==> config.mk <==
export PLATFORM = sky130hd
export DESIGN_NAME = qmac_accum
export DESIGN_NICKNAME = d
export VERILOG_FILES = /design/src/rtl/qmac_accum.sv
export SDC_FILE = /design/constraint.sdc
export NUM_CORES = 1
export LEC_CHECK = 0
export BUFFER_PORTS_ARGS = -buffer_cell sky130_fd_sc_hd__buf_2
export CORE_MARGIN = 2
export CORE_UTILIZATION = 35
export CTS_CLUSTER_DIAMETER = 200
export DETAILED_ROUTE_END_ITERATION = 10
export SLEW_MARGIN = 10
export SYNTH_ARGS = -nofsm -noshare
export SYNTH_HDL_FRONTEND = slang
export SYNTH_SLANG_ARGS = --single-unit
==> constraint.sdc <==
create_clock -name clk_i -period 2.55 [get_ports clk_i]
set_input_delay 0.1275 -clock clk_i [delete_from_list [all_inputs] [get_ports clk_i]]
set_output_delay 0.1275 -clock clk_i [all_outputs]
set_load 0.02 [all_outputs]
==> src/rtl/qmac_accum.sv <==
// qmac_accum -- saturating Q(I.F) frame accumulator.
//
// Sits directly behind the saturating Q(I.F) multiplier in the DEM-DAC
// filter datapath. Adds N consecutive signed products with saturation at
// every step and emits one saturated dot-product result per frame.
//
// Ports
//   clk_i         clock, all state changes on the rising edge
//   rst_i         synchronous active-high reset
//   clear_i       synchronous frame abort (zeroes accumulator and count)
//   prod_i        signed Q(I.F) product from the multiplier
//   prod_valid_i  prod_i valid
//   prod_ready_o  stage accepts prod_i this cycle
//   acc_o         signed Q(I.F) saturated frame sum
//   sat_o         some add in the reported frame saturated
//   acc_valid_o   acc_o / sat_o valid
//   acc_ready_i   downstream accepts the result
module qmac_accum #(
  parameter int I = 16,
  parameter int F = 16,
  parameter int N = 4
) (
  input  logic           clk_i,
  input  logic           rst_i,
  input  logic           clear_i,
  input  logic [I+F-1:0] prod_i,
  input  logic           prod_valid_i,
  output logic           prod_ready_o,
  output logic [I+F-1:0] acc_o,
  output logic           sat_o,
  output logic           acc_valid_o,
  input  logic           acc_ready_i
);

  localparam int W  = I + F;
  localparam int CW = (N > 1) ? $clog2(N) : 1;

  typedef enum logic {
    ACCUM = 1'b0,
    DUMP  = 1'b1
  } state_t;

  state_t          state_q, state_d;
  logic [W-1:0]    acc_q, acc_d;
  logic [CW-1:0]   cnt_q, cnt_d;
  logic            frameSat_q, frameSat_d;
  logic [W-1:0]    accOut_q, accOut_d;
  logic            satOut_q, satOut_d;

  logic [W:0]      sumWide;
  logic [W-1:0]    sumSat;
  logic            addSat;
  logic            accept;
  logic            lastBeat;

  // Saturating add: one guard bit catches overflow; when the two top bits
  // of the widened sum disagree the result left the W-bit range, and the
  // guard bit tells us which rail to clamp to.
  always_comb begin
    sumWide = {acc_q[W-1], acc_q} + {prod_i[W-1], prod_i};
    addSat  = sumWide[W] ^ sumWide[W-1];
    sumSat  = sumWide[W-1:0];
    if (addSat) begin
      sumSat = sumWide[W] ? {1'b1, {(W-1){1'b0}}} : {1'b0, {(W-1){1'b1}}};
    end
  end

  // Ready depends only on state, clear and reset, never on prod_valid_i or
  // acc_ready_i, so downstream backpressure reaches the multiplier one
  // cycle late rather than through a combinational chain.
  assign prod_ready_o = (state_q == ACCUM) && !clear_i && !rst_i;
  assign accept       = prod_valid_i && prod_ready_o;
  assign lastBeat     = (cnt_q == CW'(N - 1));

  // Outputs are forced to zero while reset is asserted so the result
  // channel goes quiet immediately, not only after the reset edge.
  assign acc_valid_o = (state_q == DUMP) && !rst_i;
  assign acc_o       = rst_i ? '0 : accOut_q;
  assign sat_o       = rst_i ? 1'b0 : satOut_q;

  // Next-state logic. In ACCUM the accumulator collects products; the last
  // beat of a frame moves the saturated sum into the output register and
  // restarts the accumulator so the next frame starts clean. In DUMP the
  // held result waits for the handshake and clear_i has no effect.
  always_comb begin
    state_d    = state_q;
    acc_d      = acc_q;
    cnt_d      = cnt_q;
    frameSat_d = frameSat_q;
    accOut_d   = accOut_q;
    satOut_d   = satOut_q;

    case (state_q)
      ACCUM: begin
        if (clear_i) begin
          acc_d      = '0;
          cnt_d      = '0;
          frameSat_d = 1'b0;
        end else if (accept) begin
          if (lastBeat) begin
            accOut_d   = sumSat;
            satOut_d   = frameSat_q | addSat;
            acc_d      = '0;
            cnt_d      = '0;
            frameSat_d = 1'b0;
            state_d    = DUMP;
          end else begin
            acc_d      = sumSat;
            cnt_d      = cnt_q + CW'(1);
            frameSat_d = frameSat_q | addSat;
          end
        end
      end
      DUMP: begin
        if (acc_ready_i) begin
          state_d = ACCUM;
        end
      end
      default: begin
        state_d = ACCUM;
      end
    endcase
  end

  // State and datapath registers with synchronous reset.
  always_ff @(posedge clk_i) begin
    if (rst_i) begin
      state_q    <= ACCUM;
      acc_q      <= '0;
      cnt_q      <= '0;
      frameSat_q <= 1'b0;
      accOut_q   <= '0;
      satOut_q   <= 1'b0;
    end else begin
      state_q    <= state_d;
      acc_q      <= acc_d;
      cnt_q      <= cnt_d;
      frameSat_q <= frameSat_d;
      accOut_q   <= accOut_d;
      satOut_q   <= satOut_d;
    end
  end

endmodule

==> metrics, run 1 <==
status complete, but fails checks; failing checks negative setup slack; final setup fails 64; Port Buf Inserts slightly above 70; largest family of logic cells by synthesized area compound AO/OA/AOI/OAI gates; Placed Cells incl. Taps 968; R2R setup slack -0.32 ns; Yosys reg bits 69; routed wire length 17890 um; Synth Area in XOR/XNOR 4.599%; GRT Overall Usage 21.98%; Area growth syn-to-layout 51.80%; Final ANT Viol Nets 0; TritonCTS Sinks 69; First-pass DRT Iterations 5; final instance area 7846 sq um; main flop type after synthesis dfxtp_1; Final min period around 2.9 ns; Multi-input gate area 4188 sq um; gp weighted congestion a little over 0.9; Synth Area in Compound Gates approximately a third; CP arrival around 3.1 ns; TritonCTS clock tree done; relative slew slack between 30% and 40%; Worst-Skew Late Latency 0.35 ns; Largest stage delay, worst path ~0.35 ns; RR Endpoint acc_q[20]; HP Class input pin to register; Worst setup startpoint acc_q[0]; Worst Setup EP acc_q[20]; commonest non-fill, non-tap cell in the layout buf_4; power density over the cells roughly 440 nW/um^2; delay-heaviest family, CP compound AO/OA/AOI/OAI gates; max_cap viols 0; final slew viol count 0; Post-DP Area 6604 sq um; Num CTS Buffers 9; kind of critical path register to register; final setup margin -0.3214 ns; num ports 72; RSZ-0062 raised after global routing yes; Final Hold Viols 0; P_leak 3.224 nW; worst-path cell chain ha_4 -> inv_2 -> fa_2 -> nand2b_4 -> a21o_4 -> a21oi_4 -> o2111ai_4 -> a32oi_4 -> and2_4 -> buf_12 -> nor2_4 -> buf_6 -> a311oi_4; Congestion Overflow GR 0; synthesized area per cell ~8.3 sq um; first-pass GRT wire length about 28000 um; DR iter-0 viols 334; die height 125.5 um; Mapped Area between 5000 and 6000 sq um; vias per std cell 5.435; Critical Path Stages 13; commonest cells after routing, fill and taps aside buf_4 (131), buf_2 (71), nand2_1 (67), nor2_1 (65), dfxtp_1 (62); crit path launch type register; worst flop-to-flop path startpoint acc_q[0]; clk slew on worst S/H paths 0.06 ns; Distinct cells, synth 65; YS warnings 0; register area 1393 sq um; largest net degree at the start of global routing 78; CTS Buffer Depth 2; top cell type by total area after synthesis dfxtp_1; Fin Setup TNS -13.49 ns; CP endpoint kind register; Post-synth EDFFs 0; initial antenna violation count 0; Synth Net Count about 690; FFs w/ async S/R, synth 0%; Max FO, Critical Path 6; Req. time, crit path 2.80 ns; Register-to-Register Path Depth 13; initial core utilization 35.70%; ratio of final minimum period to clock period 112.6%; core area ~14000 sq um; DRC viols 0; CTS H-tree depth 3; fmax 0.3483 GHz; Row Count 44; Layout Cells excl Fill 1008; layout cells sized above 1 45.02%; Synth top area share a little over a quarter; CP max-delay cell dfxtp_2; clk_skew 0.01004 ns; Final Util 54.19%; Synth Area in Adders between 8 and 9%; WL/cell 17.75 um; die width 125.5 um; clk root buf clkbuf_16; peak supply drop 0.3428 mV; Synth Area in Simple Gates 22.17%; multiplexer share of the synthesized area 0.2179%; Synth area leaders dfxtp_1 (27%), a211oi_2 (9.4%), ha_1 (8.0%), nand2_1 (5.2%), nor2_1 (4.8%); nets@finish 891; Seq/Total Area, Yosys a little over a quarter; vias in the first global route 5339; Fill cells between 1k and 1.5k; via count ~5.5k; Post-Synthesis Cells 623; diode count 0; worst slew pin tran 0.9325 ns; die footprint 15760 sq um; dpl hpwl 12620 um; CP bufs+invs 3
kinds of logic after synthesis:
kind of cell,after synthesis
adders and majority gates,34
AOI/OAI and AO/OA,212
muxes,1
xor gates and xnor gates,25
buffers and inverters,52
DFF,69
and+or+nand+nor,230
power by group:
group / total [mW] / switching, mW / internal, mW
logic: 1.11 / 0.576 / 0.534
registers: 1.13 / 0.0212 / 1.11
clock network: 1.22 / 0.484 / 0.732
total: 3.45 / 1.08 / 2.37
flip-flops by register name (all words and copies together), names as in the netlist:
register    flops
satOut_q        1
state_q         1
accOut_q       32
acc_q          32
frameSat_q      1
cnt_q           2
cells in the mapped netlist, types with 6 or more instances:
library cell,n
nand3_1,10
clkbuf_1,23
xnor2_1,13
nor2b_1,36
inv_1,12
a21o_1,8
a211oi_1,9
a211oi_2,39
nor3_1,8
nand4_1,8
o21a_1,8
nand2_1,71
nor2_1,66
a21oi_1,44
xor2_1,11
o21ai_0,45
o2111ai_1,6
ha_1,33
a311oi_1,11
dfxtp_1,69
o211ai_1,10
buf_2,6
nand2b_1,8
tightest hold or removal path: cells and delay by family:
family / cells / cell delay [ns]
buf+inv: 1 / 0.13
simple gates: 1 / 0.07
compound gates: 1 / 0.06
per-layer routing:
layer | GRT usage [%] | wire length [um] | vias to the layer above
met1 | 25.91 | 7504 | 2616
li1 | - | - | 2654
met3 | 4.536 | 742 | 53
met5 | 0 | 0 | -
met2 | 38.92 | 8970 | 155
met4 | 8.693 | 671 | 0
area by class of cell:
| cell class | count | area share (%) |
|---|---|---|
| tap | 184 | 2.934 |
| clock inverter | 1 | 0.06379 |
| clock buffer | 14 | 3.492 |
| timing repair buffer | 226 | 21.81 |
| multi-input combinational | 502 | 53.37 |
| sequential | 69 | 17.75 |
| inverter | 12 | 0.5741 |
repair_timing:
| action | CTS | global route |
|---|---|---|
| pin swaps | 24 | 37 |
| gates cloned | 1 | 1 |
| endpoints found under the setup margin | 66 | 66 |
| hold endpoints to repair | 1 | 0 |
| hold buffers | 1 | 0 |
| buffers inserted | 11 | 11 |
| gates resized for setup | 67 | 70 |
how the worst min path moves through the flow:
stage	start	cells past startpoint	to
2_1_floorplan	acc_ready_i	1	state_q
3_3_place_gp	acc_ready_i	2	state_q
3_5_place_dp	acc_ready_i	2	state_q
4_1_cts	prod_valid_i	3	cnt_q[1]
5_1_grt	prod_valid_i	3	cnt_q[1]
6_report	prod_valid_i	3	cnt_q[1]
metrics by stage:
step / total power, mW / hold slack [ns] / setup slack [ns]
6_report: 3.454 / 0.09701 / -0.3214
5_1_grt: 3.595 / 0.1015 / -0.3833
4_1_cts: 3.339 / 0.09550 / -0.2474
3_5_place_dp: 2.017 / 0.3369 / -0.4110
3_3_place_gp: 2.008 / 0.3219 / -0.3412
2_1_floorplan: 1.662 / 0.2390 / -0.06182
Power figures use the tool's default switching activity.
==> run 2, diff against run 1 <==
BUFFER_PORTS_ARGS = not set   (was -buffer_cell sky130_fd_sc_hd__buf_2)
DONT_BUFFER_PORTS = 1   (was not set)
==> run 2 against run 1 <==
The flow still finishes with violations (negative setup slack). Die area is the same. Via count shrank 4.3%. Count of clock-buffer cells in the layout shrank 1. Cell area shrank 0.86%. First-iteration DRC count shrank 8.1%. Power grew 2.7%. Global-route usage grew 0.58 points. Non-clock buffer count shrank 65. Final cell count shrank 6.3%. Sequential share of layout area grew 0.28 points. Clock power grew 9.8%.
==> metrics, run 2 (synthesized netlist as in run 1, its figures left out) <==
core area 14480 sq um (unchanged); CTS Buffer Depth 2 (unchanged); layout cells sized above 1 43.55% (-1.5 points); CP arrival 3.10 ns (-0.02 ns); Final min period 2.893 ns (+0.02166 ns); met1 usage 28.23% (+2.3 points); max_cap viols 0 (unchanged); biggest regs accOut_q x32, acc_q x32, cnt_q x2; Congestion Overflow GR 0 (unchanged); final slew viol count 0 (unchanged); failing checks negative setup slack; Worst Setup EP accOut_q[26]; largest net degree at the start of global routing 63 (-19%); Worst-Skew Late Latency 0.33 ns (-0.02 ns); met3 GRT Util 4.921% (+0.39 points); initial core utilization 35.70% (unchanged); Max FO, Critical Path 4 (-2); vias in the first global route 5404 (+1.2%); final setup margin -0.3431 ns (-0.02166 ns); Req. time, crit path 2.76 ns (-0.04 ns); Placed Cells incl. Taps 893 (-7.7%); clk root buf clkbuf_16; worst slew pin tran 0.6270 ns (-0.3055 ns); via count 5242 (-4.3%); worst-path cell chain ha_4 -> inv_2 -> fa_2 -> nand2b_4 -> a21o_4 -> a211o_1 -> a31oi_4 -> o211ai_1 -> a21o_1 -> a311oi_2 -> a211oi_2; TritonCTS Sinks 69 (unchanged); kind of critical path register to register; status complete, but fails checks; R2R setup slack -0.34 ns (-0.02 ns); peak supply drop 0.3283 mV (-4.2%); final setup fails 63 (-1.6%); die width 125.5 um (unchanged); RSZ-0062 raised after global routing yes; clk slew on worst S/H paths 0.05 ns (about the same); Final ANT Viol Nets 0 (unchanged); CP max-delay cell a211o_1; first-pass GRT wire length 28410 um (+3.1%); delay-heaviest family, CP compound AO/OA/AOI/OAI gates; num ports 72 (unchanged); Register-to-Register Path Depth 11 (-2); Critical Path Stages 11 (-2); fmax 0.3457 GHz (-0.75%); initial antenna violation count 0 (unchanged); met2 GRT Util 38.63% (-0.29 points); CTS H-tree depth 3 (unchanged); relative slew slack 58.20% (+20 points); GRT Overall Usage 22.56% (+0.58 points); TritonCTS clock tree done; worst flop-to-flop path startpoint acc_q[0]; Worst setup startpoint acc_q[0]; WL/cell 18.90 um (+6.5%); HP Class input pin to register; Tot Pwr 3.549 mW (+2.7%); Row Count 44 (unchanged); P_leak 2.991 nW (-7.2%); Area growth syn-to-layout 50.50%; First-pass DRT Iterations 4 (-1); RR Endpoint accOut_q[26]; ratio of final minimum period to clock period 113.5% (+0.85 points); DRC viols 0 (unchanged); worst slack at placement -0.3819 ns (+0.02912 ns); DR iter-0 viols 307 (-8.1%); clk_skew 0.007957 ns (-0.002083 ns); Fin Setup TNS -13.25 ns (+0.2408 ns); power density over the cells 456.2 nW/um^2 (+3.6%); Port Buf Inserts 0 (-100%); gp weighted congestion 0.9142 (-2.2%); Most Used Layer, Global Route met2; routed wire length 17840 um (-0.26%); CP endpoint kind register; commonest non-fill, non-tap cell in the layout buf_4; commonest cells after routing, fill and taps aside buf_4 (128), nand2_1 (67), nor2_1 (65), dfxtp_1 (54), nor2b_1 (36); Num CTS Buffers 9 (unchanged); crit path launch type register; Final Hold Viols 0 (unchanged); vias per std cell 5.553 (+2.2%); Layout Cells excl Fill 944 (-6.3%); nets@finish 826 (-7.3%); diode count 0 (unchanged); die height 125.5 um (unchanged); CP bufs+invs 1 (-2); dpl hpwl 12110 um (-4.1%); die footprint 15760 sq um (unchanged); Hold Worst Slack 0.02112 ns (-0.07589 ns); Largest stage delay, worst path 0.37 ns (+0.02 ns)
==> run 2: cell count changes in the layout (fill, tap and decap cells not counted), moves of 4 or more <==
cell / change
o21ai_0: -6
dfxtp_1: -8
o21ai_1: +4
a311oi_2: +4
a211oi_2: +4
buf_16: +4
dfxtp_2: +8
ha_1: -5
buf_2: -71
==> run 2: final cells by class <==
cell class | count | area [sq um]
sequential | 69 | 1403
inverter | 12 | 45.04
tap | 184 | 230.2
clock buffer | 13 | 250.2
fill | 1242 | 6700
clock inverter | 3 | 68.82
multi-input combinational | 502 | 4259
timing repair buffer | 161 | 1523
==> run 2: routing by layer <==
metal,vias to the layer above,share of wire (%)
met3,32,5.4
met5,-,0
met2,157,49
met1,2520,43
li1,2533,-
met4,0,2.6
==> run 2: how the worst min path moves through the flow <==
stage                     start      endpoint  slack [ns]  cells past startpoint
floorplan           acc_ready_i       state_q        0.24                      1
global placement          rst_i  accOut_q[18]        0.20                      1
detailed placement        rst_i  accOut_q[18]        0.20                      1
CTS                       rst_i       state_q        0.01                      2
global route              rst_i       state_q        0.04                      2
finish                    rst_i       state_q        0.02                      2
==> run 2: timing repair <==
| action | in CTS | in global routing |
|---|---|---|
| pin swaps | 57 | 35 |
| hold buffers | 4 | 0 |
| gates resized for setup | 133 | 46 |
| setup buffers | 19 | 11 |
| endpoints found under the hold margin | 43 | 0 |
| endpoints found under the setup margin | 63 | 66 |
| gates cloned | 9 | 0 |
==> run 2: through the flow <==
step           instance area [sq um]  utilization, %
3_5_place_dp                    6206           42.86
2_1_floorplan                   5202               -
5_1_grt                         7779           53.72
6_report                        7779           53.72
4_1_cts                         7637           52.75
3_3_place_gp                    6206           42.86
==> run 2: where the power goes <==
group          total, mW  internal, mW  switching, mW
logic               1.07         0.529          0.543
clock network       1.34         0.886          0.456
registers           1.13          1.11         0.0267
